## src/rtl/tempdiv_reader.sv

```systemverilog
// tempdiv_reader: read-side streamer for the 13-bit x 2048 coefficient RAMs of the
// SNTRUP757 division/inversion datapath. A start pulse captures a window
// (base address, length, direction). The block then walks the RAM's asynchronous
// read port across that window and presents each word on a valid/ready stream,
// with a last marker on the final beat. A one-cycle done pulse closes the transfer.
module tempdiv_reader #(
  parameter int RAM_WIDTH     = 13,
  parameter int RAM_ADDR_BITS = 11
) (
  input  logic                     clk,
  input  logic                     rst_n,
  input  logic                     start,
  input  logic [RAM_ADDR_BITS-1:0] base_addr,
  input  logic [RAM_ADDR_BITS:0]   length,
  input  logic                     reverse,
  output logic [RAM_ADDR_BITS-1:0] read_address,
  input  logic [RAM_WIDTH-1:0]     output_data,
  output logic [RAM_WIDTH-1:0]     coef_data,
  output logic                     coef_valid,
  input  logic                     coef_ready,
  output logic                     coef_last,
  output logic                     busy,
  output logic                     done
);

  typedef enum logic [1:0] {
    ST_IDLE   = 2'd0,
    ST_STREAM = 2'd1,
    ST_FINISH = 2'd2
  } state_t;

  localparam logic [RAM_ADDR_BITS-1:0] ADDR_ONE = RAM_ADDR_BITS'(1);
  localparam logic [RAM_ADDR_BITS:0]   REM_ONE  = (RAM_ADDR_BITS + 1)'(1);
  localparam logic [RAM_ADDR_BITS:0]   REM_ZERO = '0;

  // Next read address. The address wraps naturally modulo the RAM depth, so a
  // full-depth window ends back on its base address.
  function automatic logic [RAM_ADDR_BITS-1:0] step_addr(
    input logic [RAM_ADDR_BITS-1:0] addr,
    input logic                     dec
  );
    if (dec) begin
      step_addr = addr - ADDR_ONE;
    end else begin
      step_addr = addr + ADDR_ONE;
    end
  endfunction

  state_t                   state_q,     state_d;
  logic [RAM_ADDR_BITS-1:0] addr_q,      addr_d;
  logic [RAM_ADDR_BITS:0]   remaining_q, remaining_d;
  logic                     dir_q,       dir_d;
  logic [RAM_WIDTH-1:0]     data_q,      data_d;
  logic                     valid_q,     valid_d;
  logic                     last_q,      last_d;
  logic                     busy_q,      busy_d;
  logic                     done_q,      done_d;
  logic                     load;
  logic                     drain;

  // Next-state and registered-output logic for the IDLE/STREAM/FINISH sequencer.
  always_comb begin
    state_d     = state_q;
    addr_d      = addr_q;
    remaining_d = remaining_q;
    dir_d       = dir_q;
    data_d      = data_q;
    valid_d     = valid_q;
    last_d      = last_q;
    busy_d      = busy_q;
    done_d      = 1'b0;
    load        = 1'b0;
    drain       = 1'b0;

    case (state_q)
      ST_IDLE: begin
        if (start) begin
          addr_d      = base_addr;
          remaining_d = length;
          dir_d       = reverse;
          busy_d      = 1'b1;
          // A zero-length window skips straight to completion without a beat.
          if (length == REM_ZERO) begin
            state_d = ST_FINISH;
          end else begin
            state_d = ST_STREAM;
          end
        end
      end

      ST_STREAM: begin
        // A new word is captured whenever the output register is empty or is
        // being emptied this cycle; otherwise everything holds under stall.
        load  = (remaining_q != REM_ZERO) && (!valid_q || coef_ready);
        drain = (remaining_q == REM_ZERO) && (!valid_q || coef_ready);
        if (load) begin
          data_d      = output_data;
          valid_d     = 1'b1;
          last_d      = (remaining_q == REM_ONE);
          remaining_d = remaining_q - REM_ONE;
          addr_d      = step_addr(addr_q, dir_q);
        end else if (drain) begin
          valid_d = 1'b0;
          last_d  = 1'b0;
          state_d = ST_FINISH;
        end
      end

      ST_FINISH: begin
        // Start is still ignored here because busy remains high this cycle.
        done_d  = 1'b1;
        busy_d  = 1'b0;
        state_d = ST_IDLE;
      end

      default: begin
        state_d = ST_IDLE;
        busy_d  = 1'b0;
        valid_d = 1'b0;
        last_d  = 1'b0;
      end
    endcase
  end

  // State and output registers; reset aborts any transfer and clears every output.
  always_ff @(posedge clk or negedge rst_n) begin
    if (!rst_n) begin
      state_q     <= ST_IDLE;
      addr_q      <= '0;
      remaining_q <= '0;
      dir_q       <= 1'b0;
      data_q      <= '0;
      valid_q     <= 1'b0;
      last_q      <= 1'b0;
      busy_q      <= 1'b0;
      done_q      <= 1'b0;
    end else begin
      state_q     <= state_d;
      addr_q      <= addr_d;
      remaining_q <= remaining_d;
      dir_q       <= dir_d;
      data_q      <= data_d;
      valid_q     <= valid_d;
      last_q      <= last_d;
      busy_q      <= busy_d;
      done_q      <= done_d;
    end
  end

  assign read_address = addr_q;
  assign coef_data    = data_q;
  assign coef_valid   = valid_q;
  assign coef_last    = last_q;
  assign busy         = busy_q;
  assign done         = done_q;

endmodule
```

## config.mk

```make
export PLATFORM = sky130hd
export DESIGN_NAME = tempdiv_reader
export DESIGN_NICKNAME = d
export VERILOG_FILES = /design/src/rtl/tempdiv_reader.sv
export SDC_FILE = /design/constraint.sdc
export NUM_CORES = 1
export LEC_CHECK = 0
export CORE_MARGIN = 2
export CORE_UTILIZATION = 39
export CTS_CLUSTER_SIZE = 16
export DETAILED_ROUTE_END_ITERATION = 10
export PLACE_DENSITY = 0.67
export REMOVE_ABC_BUFFERS = 1
export SLEW_MARGIN = 20
export SYNTH_ARGS = -nofsm -noshare
export SYNTH_HDL_FRONTEND = slang
export SYNTH_SLANG_ARGS = --single-unit
```

## constraint.sdc

```tcl
create_clock -name clk -period 3.65 [get_ports clk]
set_input_delay 0.365 -clock clk [delete_from_list [all_inputs] [get_ports clk]]
set_output_delay 0.365 -clock clk [all_outputs]
set_load 0.1 [all_outputs]
```

==> qor.csv, run 1 <==
metric;value;unit
most common cell after layout, fill and taps aside;sky130_fd_sc_hd__clkdlybuf4s50_1;
clock latency on the worst-skew pair;0.29;ns
final layout net count;391;
Final TNS setup;0;ns
global-route met2 utilization;0.2841;
DRT Pass-1 Iters;5;
clock buffers created by TritonCTS;5;
die outline height;85.51;um
sequential fraction of the synthesis area;0.4153;
horizontal die dimension;85.51;um
CTS Root Buffer Type;sky130_fd_sc_hd__clkbuf_8;
endpoint arrival time on the critical path;2.65;ns
Syn Inst Count;269;
Layout area overhead;31.63;%
mean area per synthesized cell;9.633;sq um
power per unit of standard cell area;994.9;nW/um^2
worst clock skew;0.003427;ns
peak clock frequency supported by timing;410.0;MHz
pin slew with the least headroom to its limit;0.9797;ns
global routing's busiest layer;met2;
primary flip-flop cell chosen by synthesis mapping;sky130_fd_sc_hd__dfrtp_1;
CTS Sinks;43;
post-layout worst setup margin;1.211;ns
dominant delay contributor by cell family on the critical path;compound AO/OA/AOI/OAI gates;
CTS hold repair buffers;0;
met1 global-route usage;0.2261;
Antenna Cells;0;
number of enable flip-flop cells after synthesis;0;
Final Max Tran Viols;0;
total of flip-flops plus latches after synthesis;43;
number of cells upsized or downsized after cts;0;
worst slew margin relative to its limit;0.3448;
startpoint type of the worst setup path;register;
CORE AREA;6386;sq um
# DRC;0;
share of cells above drive strength 1;0.1124;
die outline area;7312;sq um
post-CTS setup buffers;0;
cell occurring most often along the worst timing path;sky130_fd_sc_hd__o21bai_1;
most used cells in the layout excluding fill and tap cells;sky130_fd_sc_hd__clkdlybuf4s50_1 (67), sky130_fd_sc_hd__dfrtp_1 (43), sky130_fd_sc_hd__nor2_1 (27);
Initial DRC Count;99;
Longest Clk Path Bufs;2;
clk slew on worst S/H paths;0.08;ns
Post-DP HPWL;4373;um
Cell Area, Synth;2591;sq um
final routed wirelength across all metal layers;6041;um
total routing usage reported by global routing;0.1700;
Routability Congestion;0.8892;
number of violations of the max-capacitance limit;0;
Wirelength per Cell;14.56;um
cell breakdown of the critical path;ha_1 > a211oi_1 > o21bai_1 > a2111oi_0 > o21bai_1 > xnor2_1 > o21ai_0;
peak supply drop;0.6798;mV
post-detailed-route count of antenna-violating nets;0;
Period minus WS final;2.439;ns
average via count per standard cell;5.383;
Yosys Warn Count;0;
type of the worst min-delay path;primary input to asynchronous set/reset pin;
routed via count;2234;
global-route wire length before repair;9998;um
met3 routing resource usage after global routing;0.03080;
CP Max Fanout;15;
library cell contributing the largest single delay on the critical path;sky130_fd_sc_hd__dfrtp_1;
final clock period utilization by the worst path;0.6682;
static leakage power;1.412;nW
num ports;69;
number of distinct standard cells referenced by the synthesized netlist;53;
endpoints failing setup;0;
starting density of the core;0.4058;
data required time of the worst path;3.86;ns
peak per-stage delay on the critical path;0.66;ns
async set-or-reset flop fraction in the synthesized netlist;1.000;
crit path capture type;register;
CTS tree;built;
global-route congestion overflow total;0;
number of endpoints with negative hold slack in the final report;0;
Buf+Inv Stages, Crit Path;0;
port bufs;68;
result of the run;completed;
count of H-tree levels built during CTS;2;
CP Class;register to register;
vias in the first global route;2158;
setup repair after global routing missed its margin;false;
largest net degree at the start of global routing;44;
std cell rows;29;
initial antenna violation count;0;
worst slack at placement;1.238;ns
power breakdown:
| part | switching, mW | internal, mW | total [mW] |
|---|---|---|---|
| Combinational | 1.44 | 0.796 | 2.24 |
| Sequential | 0.207 | 0.648 | 0.855 |
| Clock | 0.169 | 0.134 | 0.303 |
| Total | 1.82 | 1.58 | 3.39 |
final timing paths:
path                                       start  depth (start not counted)  slack (ns)                          end
hold / removal                             rst_n                          1        0.05    coef_data[12]$_DFFE_PN0P_
max in group asynchronous                  rst_n                          1        3.22     coef_data[3]$_DFFE_PN0P_
setup reg to reg               dir_q$_DFFE_PN0P_                          7        1.21  read_address[9]$_DFFE_PN0P_
setup / recovery               dir_q$_DFFE_PN0P_                          7        1.21  read_address[9]$_DFFE_PN0P_
min in group clk           coef_last$_DFFE_PN0P_                          2        0.50        coef_last$_DFFE_PN0P_
hold reg to reg            coef_last$_DFFE_PN0P_                          2        0.50        coef_last$_DFFE_PN0P_
area by class of cell:
type | instances | area [sq um]
clock buffer | 6 | 72.57
clock inverter | 2 | 12.51
fill | 581 | 2975
inverter | 8 | 30.03
multi-input combinational | 208 | 1423
sequential | 43 | 1076
tap | 77 | 96.34
timing repair buffer | 71 | 700.7
cell families after synthesis:
family | share of synthesized area
DFF | 0.4153
muxes | 0.06857
AOI/OAI and AO/OA | 0.2139
adders and majority gates | 0.06567
and+or+nand+nor | 0.1806
buffers and inverters | 0.03573
xor gates and xnor gates | 0.02028
sequential cells by signal, indices dropped and copies added (netlist names):
signal / cells
busy: 1
coef_data: 13
coef_last: 1
coef_valid: 1
dir_q: 1
done: 1
read_address: 11
remaining_q: 12
state_q: 2
Yosys cell counts (4+ instances only):
| cell | instances | area share |
|---|---|---|
| sky130_fd_sc_hd__clkbuf_1 | 4 | 0.0058 |
| sky130_fd_sc_hd__a31oi_1 | 6 | 0.014 |
| sky130_fd_sc_hd__nor2_1 | 27 | 0.039 |
| sky130_fd_sc_hd__xnor2_1 | 4 | 0.014 |
| sky130_fd_sc_hd__a211oi_1 | 4 | 0.012 |
| sky130_fd_sc_hd__o22ai_1 | 5 | 0.012 |
| sky130_fd_sc_hd__mux2_2 | 14 | 0.061 |
| sky130_fd_sc_hd__dfrtp_1 | 43 | 0.42 |
| sky130_fd_sc_hd__o21ai_1 | 6 | 0.012 |
| sky130_fd_sc_hd__nand2_1 | 24 | 0.035 |
| sky130_fd_sc_hd__o21ai_0 | 18 | 0.035 |
| sky130_fd_sc_hd__nor3_1 | 7 | 0.014 |
| sky130_fd_sc_hd__a21oi_1 | 22 | 0.042 |
| sky130_fd_sc_hd__nand3_1 | 5 | 0.0097 |
| sky130_fd_sc_hd__a21o_1 | 4 | 0.012 |
| sky130_fd_sc_hd__ha_1 | 12 | 0.058 |
| sky130_fd_sc_hd__inv_1 | 8 | 0.012 |
stage by stage:
| stage | cell area, sq um | hold slack, ns | util | std cells | power [mW] |
|---|---|---|---|---|---|
| global route | 3411 | 0.09232 | 0.5341 | 415 | 3.648 |
| global placement | 3323 | 0.4804 | 0.5204 | 407 | 3.058 |
| floorplan | 2529 | 0.06941 | - | 259 | 2.589 |
| detailed placement | 3323 | 0.4728 | 0.5204 | 407 | 3.099 |
| finish | 3411 | 0.05491 | 0.5341 | 415 | 3.393 |
| CTS | 3408 | 0.2505 | 0.5337 | 415 | 3.411 |
metal layers:
layer | part of all wire | routed length (um)
met1 | 0.48 | 2870
met2 | 0.47 | 2833
met3 | 0.042 | 255
met4 | 0.013 | 81
met5 | 0 | 0
Note: power is estimated with default switching activity, not from simulation.
==> run 2: changes to the inputs <==
- PLACE_DENSITY: 0.67 -> 0.69
- clock period: 3.65 -> 2.2 ns (I/O delays scaled with it)
==> run 2 against run 1 <==
Wire length rose by 3.7%; setup slack got worse by 1.1 ns; non-clock buffer count rose by 11; worst hold slack improved by 0.38 ns; clock power rose by 120%; fmax rose by 16%; cell area rose by 3.7%; register-to-register slack got worse by 1.1 ns; largest power group unchanged.
==> qor.csv, run 2 (synthesis gave the netlist of run 1 again) <==
metric;value;unit;change
Power Internal;2.898;mW;+84%
Worst setup startpoint;dir_q$_DFFE_PN0P_;;
Wirelength per Cell;14.71;um;+1.1%
CP Max Fanout;7;;-8
fraction of power consumed by combinational cells;0.657;;-0.002
initial antenna violation count;0;;unchanged
number of endpoints with negative hold slack in the final report;0;;unchanged
endpoints failing setup;0;;unchanged
power per unit of standard cell area;1701;nW/um^2;+71%
static leakage power;1.526;nW;+8.1%
source of the worst register-to-register timing path;dir_q$_DFFE_PN0P_;;
most used cells in the layout excluding fill and tap cells;sky130_fd_sc_hd__dfrtp_1 (42), sky130_fd_sc_hd__clkdlybuf4s50_1 (39), sky130_fd_sc_hd__buf_4 (37);;
Longest Clk Path Bufs;2;;unchanged
peak clock frequency supported by timing;477.0;MHz;+16%
post-layout util;0.5537;;+0.01959
switching share of power;0.5183;;-0.01688
data required time of the worst path;2.36;ns;-1.50 ns
average via count per standard cell;5.385;;about the same
crit path capture type;register;;
most common cell after layout, fill and taps aside;sky130_fd_sc_hd__dfrtp_1;;
Post-DP HPWL;4614;um;+5.5%
Antenna Cells;0;;unchanged
sw power;3.118;mW;+72%
cell breakdown of the critical path;buf_4 > ha_1 > a21o_1 > a2111oi_4 > o21bai_1 > xnor2_1 > o21ai_0;;
horizontal die dimension;85.51;um;unchanged
share of cells above drive strength 1;0.2350;;+0.1225
CTS tree;built;;
Pwr Total;6.016;mW;+77%
num ports;69;;unchanged
Final Max Tran Viols;0;;unchanged
DRT Pass-1 Iters;4;;-1
final layout net count;402;;+2.8%
global-route wire length before repair;10590;um;+5.9%
CTS Sinks;43;;unchanged
Initial DRC Count;68;;-31%
Layout area overhead;36.46;%;
final clock period utilization by the worst path;0.9530;;+0.2847
post-detailed-route count of antenna-violating nets;0;;unchanged
type of the worst min-delay path;primary input to asynchronous set/reset pin;;
starting density of the core;0.4058;;unchanged
Finished Layout Cells;426;;+2.7%
largest net degree at the start of global routing;44;;unchanged
result of the run;completed;;
flip-flop count of the largest register, all copies and words added;13;;unchanged
count of fill cells added during filler insertion;581;;unchanged
peak per-stage delay on the critical path;0.48;ns;-0.18 ns
setup repair after global routing missed its margin;true;;
vias in the first global route;2230;;+3.3%
pin slew with the least headroom to its limit;0.4322;ns;-0.5475 ns
count of H-tree levels built during CTS;2;;unchanged
startpoint type of the worst setup path;register;;
CP Class;register to register;;
number of violations of the max-capacitance limit;0;;unchanged
die outline area;7312;sq um;unchanged
Final TNS setup;0;ns;unchanged
peak supply drop;1.262;mV;+86%
worst clock skew;0.008282;ns;+0.004855 ns
placement-stage cell area;3378;sq um;+1.7%
total non-filler cell area in the finished layout;3536;sq um;+3.7%
library cell contributing the largest single delay on the critical path;sky130_fd_sc_hd__dfrtp_2;;
Period minus WS final;2.097;ns;-0.3425 ns
CTS Root Buffer Type;sky130_fd_sc_hd__clkbuf_8;;
port bufs;68;;unchanged
clock buffers created by TritonCTS;5;;unchanged
global-route congestion overflow total;0;;unchanged
total routing usage reported by global routing;0.1801;;+0.01014
endpoint arrival time on the critical path;2.26;ns;-0.39 ns
cell count after placement;417;;+2.5%
clock latency on the worst-skew pair;0.30;ns;about the same
CORE AREA;6386;sq um;unchanged
Routability Congestion;0.8795;;-1.1%
clk slew on worst S/H paths;0.08;ns;about the same
# DRC;0;;unchanged
worst slew margin relative to its limit;0.7119;;+0.3671
routed via count;2294;;+2.7%
post-CTS setup buffers;0;;unchanged
die outline height;85.51;um;unchanged
final routed wirelength across all metal layers;6267;um;+3.7%
std cell rows;29;;unchanged
Clock power frac;0.109;;+0.020
share of total power in sequential cells;0.234;;-0.018
==> run 2: cell types whose count changed in the layout (fill, tap and decap cells not counted), moves of 2 or more <==
cell                              previous run  this run
sky130_fd_sc_hd__buf_12                      0         4
sky130_fd_sc_hd__buf_4                       4        37
sky130_fd_sc_hd__clkdlybuf4s50_1            67        39
sky130_fd_sc_hd__ha_1                       12        10
sky130_fd_sc_hd__ha_2                        0         2
sky130_fd_sc_hd__o21ai_0                    18        16
sky130_fd_sc_hd__o21ai_1                     6         8
==> run 2: worst max-delay path, delay by kind of cell, from the launching register on <==
family                   cells  cell delay, ns
AO/OA/AOI/OAI                4            0.82
buffers and inverters        1            0.17
XOR/XNOR                     1            0.16
adder cells (fa/ha/maj)      1            0.34
flip-flops                   1            0.48
==> run 2: final timing paths <==
path / to / slack, ns / depth (start not counted)
setup / recovery: read_address[9]$_DFFE_PN0P_ / 0.10 / 7
hold / removal: read_address[7]$_DFFE_PN0P_ / 0.43 / 3
setup reg to reg: read_address[9]$_DFFE_PN0P_ / 0.10 / 7
hold reg to reg: coef_last$_DFFE_PN0P_ / 0.50 / 2
max in group asynchronous: dir_q$_DFFE_PN0P_ / 1.55 / 3
min in group clk: read_address[0]$_DFFE_PN0P_ / 0.47 / 3
==> run 2: cell type report <==
cell class	instances	area (sq um)	area share
Clock buffer	6	82.58	0.02335
Timing Repair Buffer	82	763.2	0.2159
Inverter	8	30.03	0.008493
Multi-Input combinational cell	208	1451	0.4105
Sequential cell	43	1077	0.3047
Tap cell	77	96.34	0.02725
Clock inverter	2	35.03	0.009908
==> run 2: layer usage <==
metal  vias to the layer above  share of wire  GRT usage
met1                      1097           0.46     0.2337
met5                         -              0          0
li1                       1143              -          -
met3                         8          0.035    0.03946
met2                        46           0.49     0.3075
met4                         0          0.012    0.04329
==> run 2: power groups by stage <==
| stage | sequential (mW) | clock (mW) | combinational [mW] |
|---|---|---|---|
| global route | 1.46 | 0.704 | 4.30 |
| finish | 1.41 | 0.656 | 3.95 |
| global placement | 1.40 | 0 | 3.76 |
| detailed placement | 1.42 | 0 | 3.83 |
| CTS | 1.41 | 0.678 | 3.88 |
| floorplan | 2.48 | 0 | 1.82 |
==> run 2: per-stage QoR <==
step	worst slack, ns	hold WS (ns)
3_5_place_dp	-0.05630	0.2210
5_1_grt	-0.003924	0.4685
6_report	0.1035	0.4314
4_1_cts	0.01404	0.4183
3_3_place_gp	0.04687	0.2135
2_1_floorplan	-0.3321	-0.07559
==> run 2: repair_timing <==
item,CTS,global route
hold buffers,1,0
pin swaps,0,2
resized for setup,3,6
endpoints found under the setup margin,1,3
hold endpoints to repair,43,0
==> run 3: changes to the inputs <==
- DONT_BUFFER_PORTS: not set -> 1
- PLACE_DENSITY: 0.69 -> not set
==> run 3 against run 2 <==
First-iteration DRC count grew 49%; sequential share of layout area grew 5.3 points; clock skew rose by 0.0016 ns; critical path depth increased by 1; wire length decreased by 3.9%; non-clock buffer count is 53 lower; largest cell class unchanged; highest routed layer unchanged.
==> qor.csv, run 3 (synthesis gave the netlist of run 1 again) <==
metric;value;unit;change
count of H-tree levels built during CTS;2;;unchanged
type of the worst min-delay path;primary input to register;;
initial antenna violation count;0;;unchanged
average via count per standard cell;5.606;;+4.1%
Period minus WS final;2.083;ns;-0.01338 ns
global-route wire length before repair;9991;um;-5.7%
CTS Sinks;43;;unchanged
result of the run;completed;;
horizontal die dimension;85.51;um;unchanged
std cell rows;29;;unchanged
final routed wirelength across all metal layers;6022;um;-3.9%
data required time of the worst path;2.45;ns;+0.09 ns
Wirelength per Cell;16.14;um;+9.7%
startpoint type of the worst setup path;register;;
port bufs;0;;-100%
starting density of the core;0.4058;;unchanged
pin slew with the least headroom to its limit;0.9042;ns;+0.4720 ns
largest net degree at the start of global routing;44;;unchanged
die outline height;85.51;um;unchanged
Antenna Cells;0;;unchanged
cell breakdown of the critical path;buf_4 > ha_1 > a21o_1 > a211oi_2 > nor2_1 > a31oi_2 > mux2i_1 > o211a_1;;
number of violations of the max-capacitance limit;0;;unchanged
endpoint arrival time on the critical path;2.33;ns;+0.07 ns
Final Max Tran Viols;0;;unchanged
crit path capture type;register;;
post-detailed-route count of antenna-violating nets;0;;unchanged
worst slew margin relative to its limit;0.3972;;-0.3147
vias in the first global route;2019;;-9.5%
# DRC;0;;unchanged
die outline area;7312;sq um;unchanged
Initial DRC Count;101;;+49%
clock buffers created by TritonCTS;5;;unchanged
CTS Root Buffer Type;sky130_fd_sc_hd__clkbuf_8;;
peak per-stage delay on the critical path;0.47;ns;about the same
CTS tree;built;;
dominant delay contributor by cell family on the critical path;compound AO/OA/AOI/OAI gates;;
library cell contributing the largest single delay on the critical path;sky130_fd_sc_hd__dfrtp_2;;
total routing usage reported by global routing;0.1714;;-0.008712
post-layout worst setup margin;0.1169;ns;+0.01338 ns
Buf+Inv Stages, Crit Path;1;;unchanged
post-layout util;0.4718;;-0.08190
flip-flop count of the largest register, all copies and words added;13;;unchanged
worst slack at placement;-0.005239;ns;+0.05106 ns
final clock period utilization by the worst path;0.9469;;-0.006082
final layout net count;349;;-13%
cell count after placement;363;;-13%
CP Class;register to register;;
share of cells above drive strength 1;0.2331;;-0.001849
Layout area overhead;16.27;%;
number of endpoints with negative hold slack in the final report;0;;unchanged
count of fill cells added during filler insertion;615;;+5.9%
clock latency on the worst-skew pair;0.31;ns;about the same
Post-DP HPWL;4488;um;-2.7%
CP Max Fanout;10;;+3
Routability Congestion;0.8615;;-2.0%
DRT Pass-1 Iters;4;;unchanged
endpoints failing setup;0;;unchanged
global-route congestion overflow total;0;;unchanged
worst clock skew;0.009867;ns;+0.001585 ns
peak clock frequency supported by timing;480.0;MHz;+0.64%
Longest Clk Path Bufs;2;;unchanged
routed via count;2091;;-8.8%
CORE AREA;6386;sq um;unchanged
num ports;69;;unchanged
clk slew on worst S/H paths;0.10;ns;+0.02 ns
most common cell after layout, fill and taps aside;sky130_fd_sc_hd__dfrtp_1;;
Finished Layout Cells;373;;-12%
most used cells in the layout excluding fill and tap cells;sky130_fd_sc_hd__dfrtp_1 (42), sky130_fd_sc_hd__nor2_1 (27), sky130_fd_sc_hd__buf_4 (25);;
==> run 3: cell types whose count changed in the layout (fill, tap and decap cells not counted), moves of 2 or more <==
cell	before	now
sky130_fd_sc_hd__ha_1	10	12
sky130_fd_sc_hd__ha_2	2	0
sky130_fd_sc_hd__clkdlybuf4s50_1	39	0
sky130_fd_sc_hd__buf_12	4	2
sky130_fd_sc_hd__inv_6	0	2
sky130_fd_sc_hd__buf_4	37	25
==> run 3: cell type report <==
type / count / area, sq um / share of cell area
Multi-Input combinational cell: 208 / 1449 / 0.4809
Clock inverter: 3 / 26.28 / 0.008721
Tap cell: 77 / 96.34 / 0.03198
Inverter: 8 / 30.03 / 0.009967
Clock buffer: 5 / 68.82 / 0.02284
Sequential cell: 43 / 1077 / 0.3576
Timing Repair Buffer: 29 / 265.3 / 0.08804
==> run 3: metrics by stage <==
step,cell area [sq um],TNS (ns),hold WS (ns)
after floorplan,2529,-1.378,-0.07559
after global placement,2853,0,-0.07445
after detailed placement,2853,-0.005239,-0.07429
after CTS,2987,0,0.02300
after global routing,3013,-0.01042,0.02739
final,3013,0,0.02548
==> run 3: worst paths after layout <==
| kind | from | endpoint | slack (ns) | depth (start not counted) |
|---|---|---|---|---|
| worst max register to register | dir_q$_DFFE_PN0P_ | read_address[10]$_DFFE_PN0P_ | 0.12 | 8 |
| worst max-delay path | dir_q$_DFFE_PN0P_ | read_address[10]$_DFFE_PN0P_ | 0.12 | 8 |
| max in group asynchronous | rst_n | dir_q$_DFFE_PN0P_ | 1.59 | 2 |
| worst min register to register | state_q[1]$_DFFE_PN0P_ | state_q[1]$_DFFE_PN0P_ | 0.54 | 1 |
| worst min-delay path | base_addr[0] | read_address[0]$_DFFE_PN0P_ | 0.03 | 2 |
| min in group asynchronous | rst_n | read_address[9]$_DFFE_PN0P_ | 0.41 | 2 |
==> run 3: what timing repair did <==
action                     4_1_cts  5_1_grt
hold endpoints to repair        43        0
gates resized for setup          2        7
hold buffers                     2        0
setup endpoints to repair        2        2
pin swaps                        0        0
setup buffers                    0        0
==> run 3: metal layers <==
metal,routed length [um],vias up,global-route usage
met5,0,-,0
met4,97,0,0.05195
met3,350,8,0.03946
met2,2899,48,0.2720
met1,2675,997,0.2348
li1,-,1038,-
Power of run 3 is not shown: default switching activity piles up to over one toggle a cycle in this logic, so the estimate is an artifact.
